<file path="config.mk">
export PLATFORM = sky130hd
export DESIGN_NAME = id_issue
export DESIGN_NICKNAME = d
export VERILOG_FILES = /design/src/rtl/id_issue.sv
export SDC_FILE = /design/constraint.sdc
export NUM_CORES = 1
export LEC_CHECK = 0
export ABC_AREA = 0
export ABC_CLOCK_PERIOD_IN_PS = 4100
export CAP_MARGIN = 25
export CORE_AREA = 2 2 155 157
export CTS_BUF_LIST = sky130_fd_sc_hd__clkbuf_8
export CTS_CLUSTER_DIAMETER = 120
export DETAILED_ROUTE_END_ITERATION = 8
export DIE_AREA = 0 0 157 159
export GPL_TIMING_DRIVEN = 0
export PLACE_DENSITY = 0.73
export SLEW_MARGIN = 25
export SYNTH_ARGS = -nofsm -noshare
export SYNTH_HDL_FRONTEND = slang
export SYNTH_SLANG_ARGS = --single-unit
</file>
<file path="constraint.sdc">
create_clock -name clk -period 4.1 [get_ports clk]
set_input_delay 0.615 -clock clk [delete_from_list [all_inputs] [get_ports clk]]
set_output_delay 0.615 -clock clk [all_outputs]
set_load 0.02 [all_outputs]
</file>
<file path="src/rtl/id_issue.sv">
// id_issue: RV32I decode, operand forwarding and issue into the ID/EX latch.
// Load-use hazards hold the instruction at the input and insert bubbles.
module id_issue #(
  parameter int XLEN    = 32,
  parameter int NUM_FWD = 2,
  parameter int OPT_W   = 6
) (
  input  logic                    clk,
  input  logic                    rst,
  input  logic                    rdy,
  input  logic                    in_valid,
  input  logic [XLEN-1:0]         in_pc,
  input  logic [31:0]             in_inst,
  output logic                    in_ready,
  output logic [4:0]              rs1,
  output logic [4:0]              rs2,
  input  logic [XLEN-1:0]         r1_data,
  input  logic [XLEN-1:0]         r2_data,
  input  logic [NUM_FWD-1:0]      fwd_we,
  input  logic [NUM_FWD-1:0]      fwd_load,
  input  logic [NUM_FWD*5-1:0]    fwd_rd,
  input  logic [NUM_FWD*XLEN-1:0] fwd_vd,
  input  logic                    ex_stall,
  input  logic                    flush,
  output logic                    out_valid,
  output logic [XLEN-1:0]         out_pc,
  output logic [OPT_W-1:0]        out_op,
  output logic [XLEN-1:0]         out_vs1,
  output logic [XLEN-1:0]         out_vs2,
  output logic [4:0]              out_rd,
  output logic [XLEN-1:0]         out_imm,
  output logic                    out_we,
  output logic                    out_illegal,
  output logic [31:0]             stall_cnt
);

  localparam logic [OPT_W-1:0] ZeroOpt  = OPT_W'(0);
  localparam logic [OPT_W-1:0] OP_LUI   = OPT_W'(1);
  localparam logic [OPT_W-1:0] OP_AUIPC = OPT_W'(2);
  localparam logic [OPT_W-1:0] OP_JAL   = OPT_W'(3);
  localparam logic [OPT_W-1:0] OP_JALR  = OPT_W'(4);
  localparam logic [OPT_W-1:0] OP_BEQ   = OPT_W'(5);
  localparam logic [OPT_W-1:0] OP_BNE   = OPT_W'(6);
  localparam logic [OPT_W-1:0] OP_BLT   = OPT_W'(7);
  localparam logic [OPT_W-1:0] OP_BGE   = OPT_W'(8);
  localparam logic [OPT_W-1:0] OP_BLTU  = OPT_W'(9);
  localparam logic [OPT_W-1:0] OP_BGEU  = OPT_W'(10);
  localparam logic [OPT_W-1:0] OP_LB    = OPT_W'(11);
  localparam logic [OPT_W-1:0] OP_LH    = OPT_W'(12);
  localparam logic [OPT_W-1:0] OP_LW    = OPT_W'(13);
  localparam logic [OPT_W-1:0] OP_LBU   = OPT_W'(14);
  localparam logic [OPT_W-1:0] OP_LHU   = OPT_W'(15);
  localparam logic [OPT_W-1:0] OP_SB    = OPT_W'(16);
  localparam logic [OPT_W-1:0] OP_SH    = OPT_W'(17);
  localparam logic [OPT_W-1:0] OP_SW    = OPT_W'(18);
  localparam logic [OPT_W-1:0] OP_ADDI  = OPT_W'(19);
  localparam logic [OPT_W-1:0] OP_SLTI  = OPT_W'(20);
  localparam logic [OPT_W-1:0] OP_SLTIU = OPT_W'(21);
  localparam logic [OPT_W-1:0] OP_XORI  = OPT_W'(22);
  localparam logic [OPT_W-1:0] OP_ORI   = OPT_W'(23);
  localparam logic [OPT_W-1:0] OP_ANDI  = OPT_W'(24);
  localparam logic [OPT_W-1:0] OP_SLLI  = OPT_W'(25);
  localparam logic [OPT_W-1:0] OP_SRLI  = OPT_W'(26);
  localparam logic [OPT_W-1:0] OP_SRAI  = OPT_W'(27);
  localparam logic [OPT_W-1:0] OP_ADD   = OPT_W'(28);
  localparam logic [OPT_W-1:0] OP_SUB   = OPT_W'(29);
  localparam logic [OPT_W-1:0] OP_SLL   = OPT_W'(30);
  localparam logic [OPT_W-1:0] OP_SLT   = OPT_W'(31);
  localparam logic [OPT_W-1:0] OP_SLTU  = OPT_W'(32);
  localparam logic [OPT_W-1:0] OP_XOR   = OPT_W'(33);
  localparam logic [OPT_W-1:0] OP_SRL   = OPT_W'(34);
  localparam logic [OPT_W-1:0] OP_SRA   = OPT_W'(35);
  localparam logic [OPT_W-1:0] OP_OR    = OPT_W'(36);
  localparam logic [OPT_W-1:0] OP_AND   = OPT_W'(37);

  typedef enum logic [2:0] {
    K_X, K_R, K_I, K_S, K_B, K_U, K_J
  } kind_e;

  typedef struct packed {
    logic [XLEN-1:0]  pc;
    logic [OPT_W-1:0] op;
    logic [XLEN-1:0]  vs1;
    logic [XLEN-1:0]  vs2;
    logic [4:0]       rd;
    logic [XLEN-1:0]  imm;
    logic             we;
    logic             ill;
  } lat_t;

  logic [6:0]       w_opc;
  logic [2:0]       w_f3;
  logic [6:0]       w_f7;
  logic [OPT_W-1:0] w_op;
  kind_e            w_kind;
  logic [31:0]      w_ii, w_is, w_ib, w_iu, w_ij;
  logic             w_use1, w_use2;
  logic [XLEN-1:0]  w_v1, w_v2;
  logic             w_ld1, w_ld2;
  logic             w_haz, w_adv, w_xfer;
  lat_t             w_dec;
  lat_t             r_lat;
  logic             r_valid;
  logic [31:0]      r_cnt;

  assign w_opc = in_inst[6:0];
  assign w_f3  = in_inst[14:12];
  assign w_f7  = in_inst[31:25];
  assign rs1   = in_inst[19:15];
  assign rs2   = in_inst[24:20];

  assign w_ii = {{20{in_inst[31]}}, in_inst[31:20]};
  assign w_is = {{20{in_inst[31]}}, in_inst[31:25], in_inst[11:7]};
  assign w_ib = {{19{in_inst[31]}}, in_inst[31], in_inst[7],
                 in_inst[30:25], in_inst[11:8], 1'b0};
  assign w_iu = {in_inst[31:12], 12'b0};
  assign w_ij = {{11{in_inst[31]}}, in_inst[31], in_inst[19:12],
                 in_inst[20], in_inst[30:21], 1'b0};

  always_comb begin
    w_op   = ZeroOpt;
    w_kind = K_X;
    case (w_opc)
      7'h37: begin w_op = OP_LUI;   w_kind = K_U; end
      7'h17: begin w_op = OP_AUIPC; w_kind = K_U; end
      7'h6f: begin w_op = OP_JAL;   w_kind = K_J; end
      7'h67: begin
        w_kind = K_I;
        if (w_f3 == 3'd0) w_op = OP_JALR;
      end
      7'h63: begin
        w_kind = K_B;
        case (w_f3)
          3'd0:    w_op = OP_BEQ;
          3'd1:    w_op = OP_BNE;
          3'd4:    w_op = OP_BLT;
          3'd5:    w_op = OP_BGE;
          3'd6:    w_op = OP_BLTU;
          3'd7:    w_op = OP_BGEU;
          default: w_op = ZeroOpt;
        endcase
      end
      7'h03: begin
        w_kind = K_I;
        case (w_f3)
          3'd0:    w_op = OP_LB;
          3'd1:    w_op = OP_LH;
          3'd2:    w_op = OP_LW;
          3'd4:    w_op = OP_LBU;
          3'd5:    w_op = OP_LHU;
          default: w_op = ZeroOpt;
        endcase
      end
      7'h23: begin
        w_kind = K_S;
        case (w_f3)
          3'd0:    w_op = OP_SB;
          3'd1:    w_op = OP_SH;
          3'd2:    w_op = OP_SW;
          default: w_op = ZeroOpt;
        endcase
      end
      7'h13: begin
        w_kind = K_I;
        case (w_f3)
          3'd0: w_op = OP_ADDI;
          3'd2: w_op = OP_SLTI;
          3'd3: w_op = OP_SLTIU;
          3'd4: w_op = OP_XORI;
          3'd6: w_op = OP_ORI;
          3'd7: w_op = OP_ANDI;
          3'd1: if (w_f7 == 7'h00) w_op = OP_SLLI;
          3'd5: begin
            if (w_f7 == 7'h00)      w_op = OP_SRLI;
            else if (w_f7 == 7'h20) w_op = OP_SRAI;
          end
          default: w_op = ZeroOpt;
        endcase
      end
      7'h33: begin
        w_kind = K_R;
        case ({w_f7, w_f3})
          {7'h00, 3'd0}: w_op = OP_ADD;
          {7'h20, 3'd0}: w_op = OP_SUB;
          {7'h00, 3'd1}: w_op = OP_SLL;
          {7'h00, 3'd2}: w_op = OP_SLT;
          {7'h00, 3'd3}: w_op = OP_SLTU;
          {7'h00, 3'd4}: w_op = OP_XOR;
          {7'h00, 3'd5}: w_op = OP_SRL;
          {7'h20, 3'd5}: w_op = OP_SRA;
          {7'h00, 3'd6}: w_op = OP_OR;
          {7'h00, 3'd7}: w_op = OP_AND;
          default:       w_op = ZeroOpt;
        endcase
      end
      default: w_op = ZeroOpt;
    endcase
    if (w_op == ZeroOpt) w_kind = K_X;
  end

  assign w_use1 = (w_kind == K_R) || (w_kind == K_I) ||
                  (w_kind == K_S) || (w_kind == K_B);
  assign w_use2 = (w_kind == K_R) || (w_kind == K_S) ||
                  (w_kind == K_B);

  // Scan high to low so the lowest (youngest) matching channel wins.
  always_comb begin
    w_v1  = r1_data;
    w_v2  = r2_data;
    w_ld1 = 1'b0;
    w_ld2 = 1'b0;
    for (int i = NUM_FWD - 1; i >= 0; i--) begin
      if (fwd_we[i] && fwd_rd[i*5 +: 5] == rs1) begin
        w_v1  = fwd_vd[i*XLEN +: XLEN];
        w_ld1 = fwd_load[i];
      end
      if (fwd_we[i] && fwd_rd[i*5 +: 5] == rs2) begin
        w_v2  = fwd_vd[i*XLEN +: XLEN];
        w_ld2 = fwd_load[i];
      end
    end
    if (!w_use1 || rs1 == 5'd0) begin
      w_v1  = '0;
      w_ld1 = 1'b0;
    end
    if (!w_use2 || rs2 == 5'd0) begin
      w_v2  = '0;
      w_ld2 = 1'b0;
    end
  end

  always_comb begin
    w_dec     = '0;
    w_dec.pc  = in_pc;
    w_dec.op  = w_op;
    w_dec.ill = (w_kind == K_X);
    w_dec.vs1 = w_v1;
    w_dec.vs2 = w_v2;
    case (w_kind)
      K_R: w_dec.rd = in_inst[11:7];
      K_I: begin
        w_dec.rd  = in_inst[11:7];
        w_dec.imm = XLEN'($signed(w_ii));
      end
      K_S: w_dec.imm = XLEN'($signed(w_is));
      K_B: w_dec.imm = XLEN'($signed(w_ib));
      K_U: begin
        w_dec.rd  = in_inst[11:7];
        w_dec.imm = XLEN'($signed(w_iu));
      end
      K_J: begin
        w_dec.rd  = in_inst[11:7];
        w_dec.imm = XLEN'($signed(w_ij));
      end
      default: w_dec.rd = 5'd0;
    endcase
    w_dec.we = (w_dec.rd != 5'd0);
  end

  assign w_haz    = in_valid & (w_ld1 | w_ld2);
  assign w_adv    = rdy & ~ex_stall;
  assign in_ready = w_adv & ~w_haz & ~flush & ~rst;
  assign w_xfer   = in_valid & in_ready;

  always_ff @(posedge clk) begin
    if (rst) begin
      r_valid <= 1'b0;
      r_lat   <= '0;
      r_cnt   <= '0;
    end else if (rdy) begin
      if (flush) begin
        r_valid <= 1'b0;
        r_lat   <= '0;
      end else if (!ex_stall) begin
        r_valid <= w_xfer;
        r_lat   <= w_xfer ? w_dec : '0;
      end
      if (w_haz && !flush && !ex_stall && r_cnt != '1)
        r_cnt <= r_cnt + 32'd1;
    end
  end

  assign out_valid   = r_valid;
  assign out_pc      = r_lat.pc;
  assign out_op      = r_lat.op;
  assign out_vs1     = r_lat.vs1;
  assign out_vs2     = r_lat.vs2;
  assign out_rd      = r_lat.rd;
  assign out_imm     = r_lat.imm;
  assign out_we      = r_lat.we;
  assign out_illegal = r_lat.ill;
  assign stall_cnt   = r_cnt;

endmodule
</file>
* After elaboration in Yosys (flattened, before gate mapping)
Cells that the tools add are included.
** Storage, ports and cells
- Register bits after elaboration :: 174
- Input bits :: 212
- Output and inout port bits :: 185
- Logic and storage cells :: 122
** Cells by class
- Add/subtract/negate cells :: 1
- Equality and inequality tests :: 38
- Muxes and demuxes :: 31
- Bitwise gates (word level) :: 11
- Reduce and logical (&&, ||, !) cells :: 31
** Operators by type and width (count)
- two-way mux 141 bit :: 3
- two-way mux 32 bit :: 6
- one-hot mux 32 bit (5 select lines) :: 1
- one-hot mux 6 bit (10 select lines) :: 1
- one-hot mux 6 bit (9 select lines) :: 1
- one-hot mux 6 bit (8 select lines) :: 1
- equality test 10 x 3 -> 1 bit, second input constant :: 4
- adder 32 x 1 -> 32 bit, second input constant :: 1
- inequality test 32 bit, second input constant :: 1
- equality test 7 x 6 -> 1 bit, second input constant :: 4
- one-hot mux 4 bit (6 select lines) :: 1
- equality test 3 bit, second input constant :: 7
- equality test 7 bit, second input constant :: 3
- equality test 10 x 2 -> 1 bit, second input constant :: 2
- equality test 10 x 9 -> 1 bit, second input constant :: 2
- equality test 5 bit :: 4
- two-way mux 5 bit :: 4
- one-hot mux 4 bit (5 select lines) :: 1
- one-hot mux 3 bit (6 select lines) :: 1
- one-hot mux 5 bit (3 select lines) :: 1
- equality test 7 x 5 -> 1 bit, second input constant :: 2
- equality test 3 x 2 -> 1 bit, second input constant :: 4
- equality test 10 x 1 -> 1 bit, second input constant :: 1
- zero test 10 bit :: 1
- other kinds (20) :: 55

* Longest topological paths before layout
- Depth after elaboration :: 24
- Depth in mapped cells :: 13
- Mapped depth without buffers :: 9

* Worst setup path before layout
No wires, ideal clock.
- Path type :: input-to-output
- Start :: input in_inst[6]
- End :: output in_ready
- Arrival time :: 2927 ps
- Required time :: 3485 ps
- Slack :: 558 ps
- Cell stages on the path :: 11
- Path through :: buf_2 > and3b_1 > and4_1 > buf_2 > a221oi_2 > nand3_1 > or2_2 > buf_6 > o21a_1 > buf_2 > a211oi_1
** On the way
- Word-level cells in the longest chain between the ends :: 17
- Elaborated cells between the ends (all ways) :: 36
** Ends and longest elaborated chain
- from (decl) :: line 13 : input logic [31:0] in_inst,
- equality test 7 x 6 -> 1 bit (tied with other cells) :: line 123 : case (w_opc)
- one-hot mux 6 bit (9 select lines) (tied with other cells) :: line 123
- zero test 6 bit / one-hot mux 3 bit (6 select lines) (equally long branches) :: line 198, 123
- two-way mux 3 bit (*) :: line 198 : if (w_op == ZeroOpt) w_kind = K_X;
- equality test 3 x 1 -> 1 bit / equality test 3 x 2 -> 1 bit (equally long branches) :: line 201, 203
- logical OR 1 bit (2 in a row) :: line 201 : assign w_use1 = (w_kind == K_R) || (w_kind == K_I) ||
- logical OR 1 bit :: line 202 : (w_kind == K_S) || (w_kind == K_B);
- zero test 1 bit :: line 222 : if (!w_use1 || rs1 == 5'd0) begin
- logical OR 1 bit :: line 222
- two-way mux 1 bit :: line 222
- bitwise OR 1 bit (*) :: line 260 : assign w_haz = in_valid & (w_ld1 | w_ld2);
- AND 1 bit (*) :: line 260
- NOT 1 bit (*) :: line 262 : assign in_ready = w_adv & ~w_haz & ~flush & ~rst;
- AND 1 bit (*) (3 in a row) :: line 262
- to (decl) :: line 14 : output logic in_ready,
Every way passes the cells marked *; elsewhere a longest branch is shown, timed or not.

* Final worst setup path
- Start :: input in_inst[12]
- End :: output in_ready
** On the way
- Word-level cells in the longest chain between the ends :: 18
- Elaborated cells between the ends (all ways) :: 48
** Ends and longest elaborated chain
- equality test 10 x 3 -> 1 bit (tied with other cells) :: line 182 : case ({w_f7, w_f3})
- one-hot mux 6 bit (10 select lines) (tied with other cells) :: line 182
- one-hot mux 6 bit (9 select lines) (*) :: line 123
- zero test 6 bit (*) :: line 198
- two-way mux 3 bit (*) :: line 198
- equality test 3 x 1 -> 1 bit / equality test 3 x 2 -> 1 bit (equally long branches) :: line 201, 203
- logical OR 1 bit (2 in a row) :: line 201
- logical OR 1 bit :: line 202
- zero test 1 bit :: line 222
- logical OR 1 bit :: line 222
- two-way mux 1 bit :: line 222
- bitwise OR 1 bit (*) :: line 260
- AND 1 bit (*) :: line 260
- NOT 1 bit (*) :: line 262
- AND 1 bit (*) (3 in a row) :: line 262
Every way passes the cells marked *; elsewhere a longest branch is shown, timed or not. The select of a mux whose other input is x is not followed.

==> impl_metrics.yaml <==
routing:
  wirelength_mm: 37.7
  vias_per_cell: 5.46
  vias: 9865
  drc: 0
  drt-initial-drc-count: 630
  firstDrtPassIters: 5
  ant_nets: 0
  wl_per_cell_um: 20.9
setup_path:
  crit_required_ns: 3.48
  cp.arrival_ns: 3.43
  endpoint_kind: "primary output"
  cp_slowest_cell: "clkdlybuf4s50_1"
  crit_family: "buffers and inverters"
  worstSetupPathType: "in -> out"
  critPathLaunchType: "input pin"
  crit_chain: "clkdlybuf4s50_1, buf_2, buf_2, nor2_1, o2bb2ai_1, a32oi_1, nand4_1, or2_2, buf_6, o21a_1, buf_6, a211oi_1, buf_4"
  cp_slowest_stage_delay_ns: 0.54
  cp.buffers_inverters: 6
  crit_fanout: 10
synthesis:
  synth_common_cells: "174 x dfxtp_1, 110 x nand2_1, 98 x nor2_1, 94 x a21oi_1, 65 x mux2i_1"
  yosys.cell_count.top_type: "dfxtp_1"
  netlist_area_um2: 8980
  synth.largest_area_cell: "dfxtp_1"
  yosysSeqAreaShare: 0.388
  synth_cells: 1054
  synth-async-reset-ratio: 0
  ys_ff_latch: 174
  ys_types: 68
  synth_top_area_frac: 0.388
  synth_ff_type: "dfxtp_1"
  postSynthAreaPerCell_um2: 8.52
  yosysWarnings: 0
  synth_area_leaders: "dfxtp_1 39%, mux2i_1 7.2%, o21ai_2 5.9%, a22o_1 5.6%, a21oi_1 5.2%"
  synth_fp_nets: 1267
  synth_edf_count: 0
timing:
  period_share: 0.987
  max_freq_mhz: 247
  setup_violations: 0
  hold_violations: 0
  fin_skew_ns: 0.0172
  min_period_ns: 4.05
  worst_slew_pin_slew_ns: 1.03
  tns_ns: 0
  slew_viol_final: 0
  max_slew_margin: 0.309
floorplan:
  core_um2: 23200
  io_pins: 397
  dieHeight_um: 159
  die-area_um2: 25000
  start_util: 0.387
  fp.dieW_um: 157
  rows: 56
layout:
  nets: 1683
  drive_above_1_share: 0.108
  fillers: 2099
  area_growth_pct: 54.8
  utilization: 0.599
global_routing:
  antenna_found_initial: 5
  grt_max_degree: 20
  grt_usage: 0.293
  grt_overflow_total: 0
  grt_pass1_vias: 9768
  grt_pass1_wl_mm: 56.3
worst_hold_path:
  min_path_type: "reg -> reg"
run:
  maxCapViolCount: 0
status:
  outcome: "finished clean"
cts:
  cts_buffers: 17
  htreeDepth: 4
  cts-root-buf: "clkbuf_8"
  cts_tree: "yes"
  clock-sinks: 174
  clk_latency_ns: 0.48
  clock_path_buffers: 2
  hold_buffers: 0
  clkTransAtPathRegs_ns: 0.09
placed_design:
  routabilityCongestion: 0.963
  dp_hpwl_mm: 29.6
  io_buffers: 394
power_and_ir_drop:
  leakage_nw: 4.96
  ir_worst_vdd_mv: 0.176
  power_density_nw_per_um2: 251
## final cells by class
| class | instances | area (µm²) | area share |
|---|---|---|---|
| diodes | 5 | 12.5 | 0.000900 |
| clock inverters | 15 | 173 | 0.0124 |
| well taps | 319 | 399 | 0.0287 |
| repair buffers | 397 | 3990 | 0.287 |
| multi-input cells | 784 | 5120 | 0.369 |
| inverters | 8 | 30.0 | 0.00216 |
| clock buffers | 17 | 234 | 0.0168 |
| flip-flops and latches | 174 | 3480 | 0.251 |
| plain buffers | 88 | 450 | 0.0324 |
## placed cells by master, fill, tap and decap left out, types with 6 or more instances in the layout
cell type        synthesis  routed
a211oi_1                 7       7
a21oi_1                 94      94
a221o_1                 11      11
a22o_1                  57      57
a32o_1                   6       6
and2_1                   8       8
and3_1                  10      10
buf_1                    8       8
buf_2                   15      12
buf_4                   10      13
buf_6                    7       8
clkbuf_1                48      48
clkbuf_8                 0      17
clkdlybuf4s50_1          0     383
dfxtp_1                174     174
dlymetal6s2s_1           0      10
inv_1                    8       9
mux2i_1                 65      65
nand2_1                110     110
nand2b_1                 9       9
nand3_1                 24      23
nand4_1                 13      13
nor2_1                  98      97
nor2b_1                 10       9
nor3_1                  10      10
nor4_1                  10       8
o21ai_0                 56      56
o21ai_2                 60      60
or3_1                   24      24
xor2_1                  17      17
## registers in the layout (all words and copies together), names as in the netlist, 5 cells and up
register   cells
out_rd         5
out_imm       32
stall_cnt     32
out_pc        32
out_vs1       32
out_vs2       32
out_op         6
## report_power, final
| part | internal [W] | total, W | switching [W] |
|---|---|---|---|
| sequential | 0.00170 | 0.00170 | 0.00000381 |
| combinational | 0.000286 | 0.000553 | 0.000268 |
| clock | 0.000464 | 0.00124 | 0.000772 |
| total | 0.00244 | 0.00349 | 0.00104 |
## logic make-up after synthesis
logic type | synth area share
AOI/OAI and AO/OA | 0.265
xor gates and xnor gates | 0.0215
adders and majority gates | 0.00251
buffers and inverters | 0.0523
DFF | 0.388
muxes | 0.0787
and+or+nand+nor | 0.192
## metal layers
layer / GRT usage / wire length (µm) / vias to the layer above / part of all wire
li1: - / - / 4679 / -
met1: 0.338 / 14900 / 4696 / 0.40
met5: 0 / 0 / - / 0
met4: 0.119 / 1260 / 0 / 0.033
met3: 0.0871 / 3040 / 76 / 0.081
met2: 0.503 / 18500 / 414 / 0.49
## worst reg2reg max path, stage by stage, from the launching register on
cell	delay, ns
dfxtp_1	0.37
ha_1	0.25
nand2_1	0.10
nor2_1	0.08
and3_1	0.16
clkbuf_1	0.22
and3_1	0.27
nor2_1	0.12
clkbuf_1	0.39
nand4_1	0.17
or3_1	0.34
a21oi_1	0.16
## per-stage QoR
step | instances | setup slack (ns) | power, W | hold slack, ns | cell area (µm²)
3_5_place_dp | 1768 | -0.715 | 0.00228 | 0.441 | 13300
2_1_floorplan | 1054 | 0.558 | 0.00194 | 0.534 | 8980
3_3_place_gp | 1767 | -0.704 | 0.00227 | 0.434 | 13300
4_1_cts | 1800 | 0.00121 | 0.00349 | 0.465 | 13800
5_1_grt | 1807 | -0.00730 | 0.00361 | 0.476 | 13900
6_report | 1807 | 0.0524 | 0.00349 | 0.460 | 13900
## path summary, 6_finish.rpt
path,endpoint,depth (start not counted),slack [ns],from
worst max-delay path,in_ready,13,0.05,in_inst[12]
worst max register to register,stall_cnt[17],11,1.40,stall_cnt[0]
worst min-delay path,out_vs2[31],2,0.46,out_vs2[31]
worst min register to register,out_vs2[31],2,0.46,out_vs2[31]
## what timing repair did
item / 4_1_cts / 5_1_grt
buffers inserted: 0 / 2
gates resized for setup: 12 / 26
pin swaps: 1 / 2
hold endpoints to repair: 0 / 0
setup endpoints to repair: 1 / 1
(Power assumes the default switching activity.)
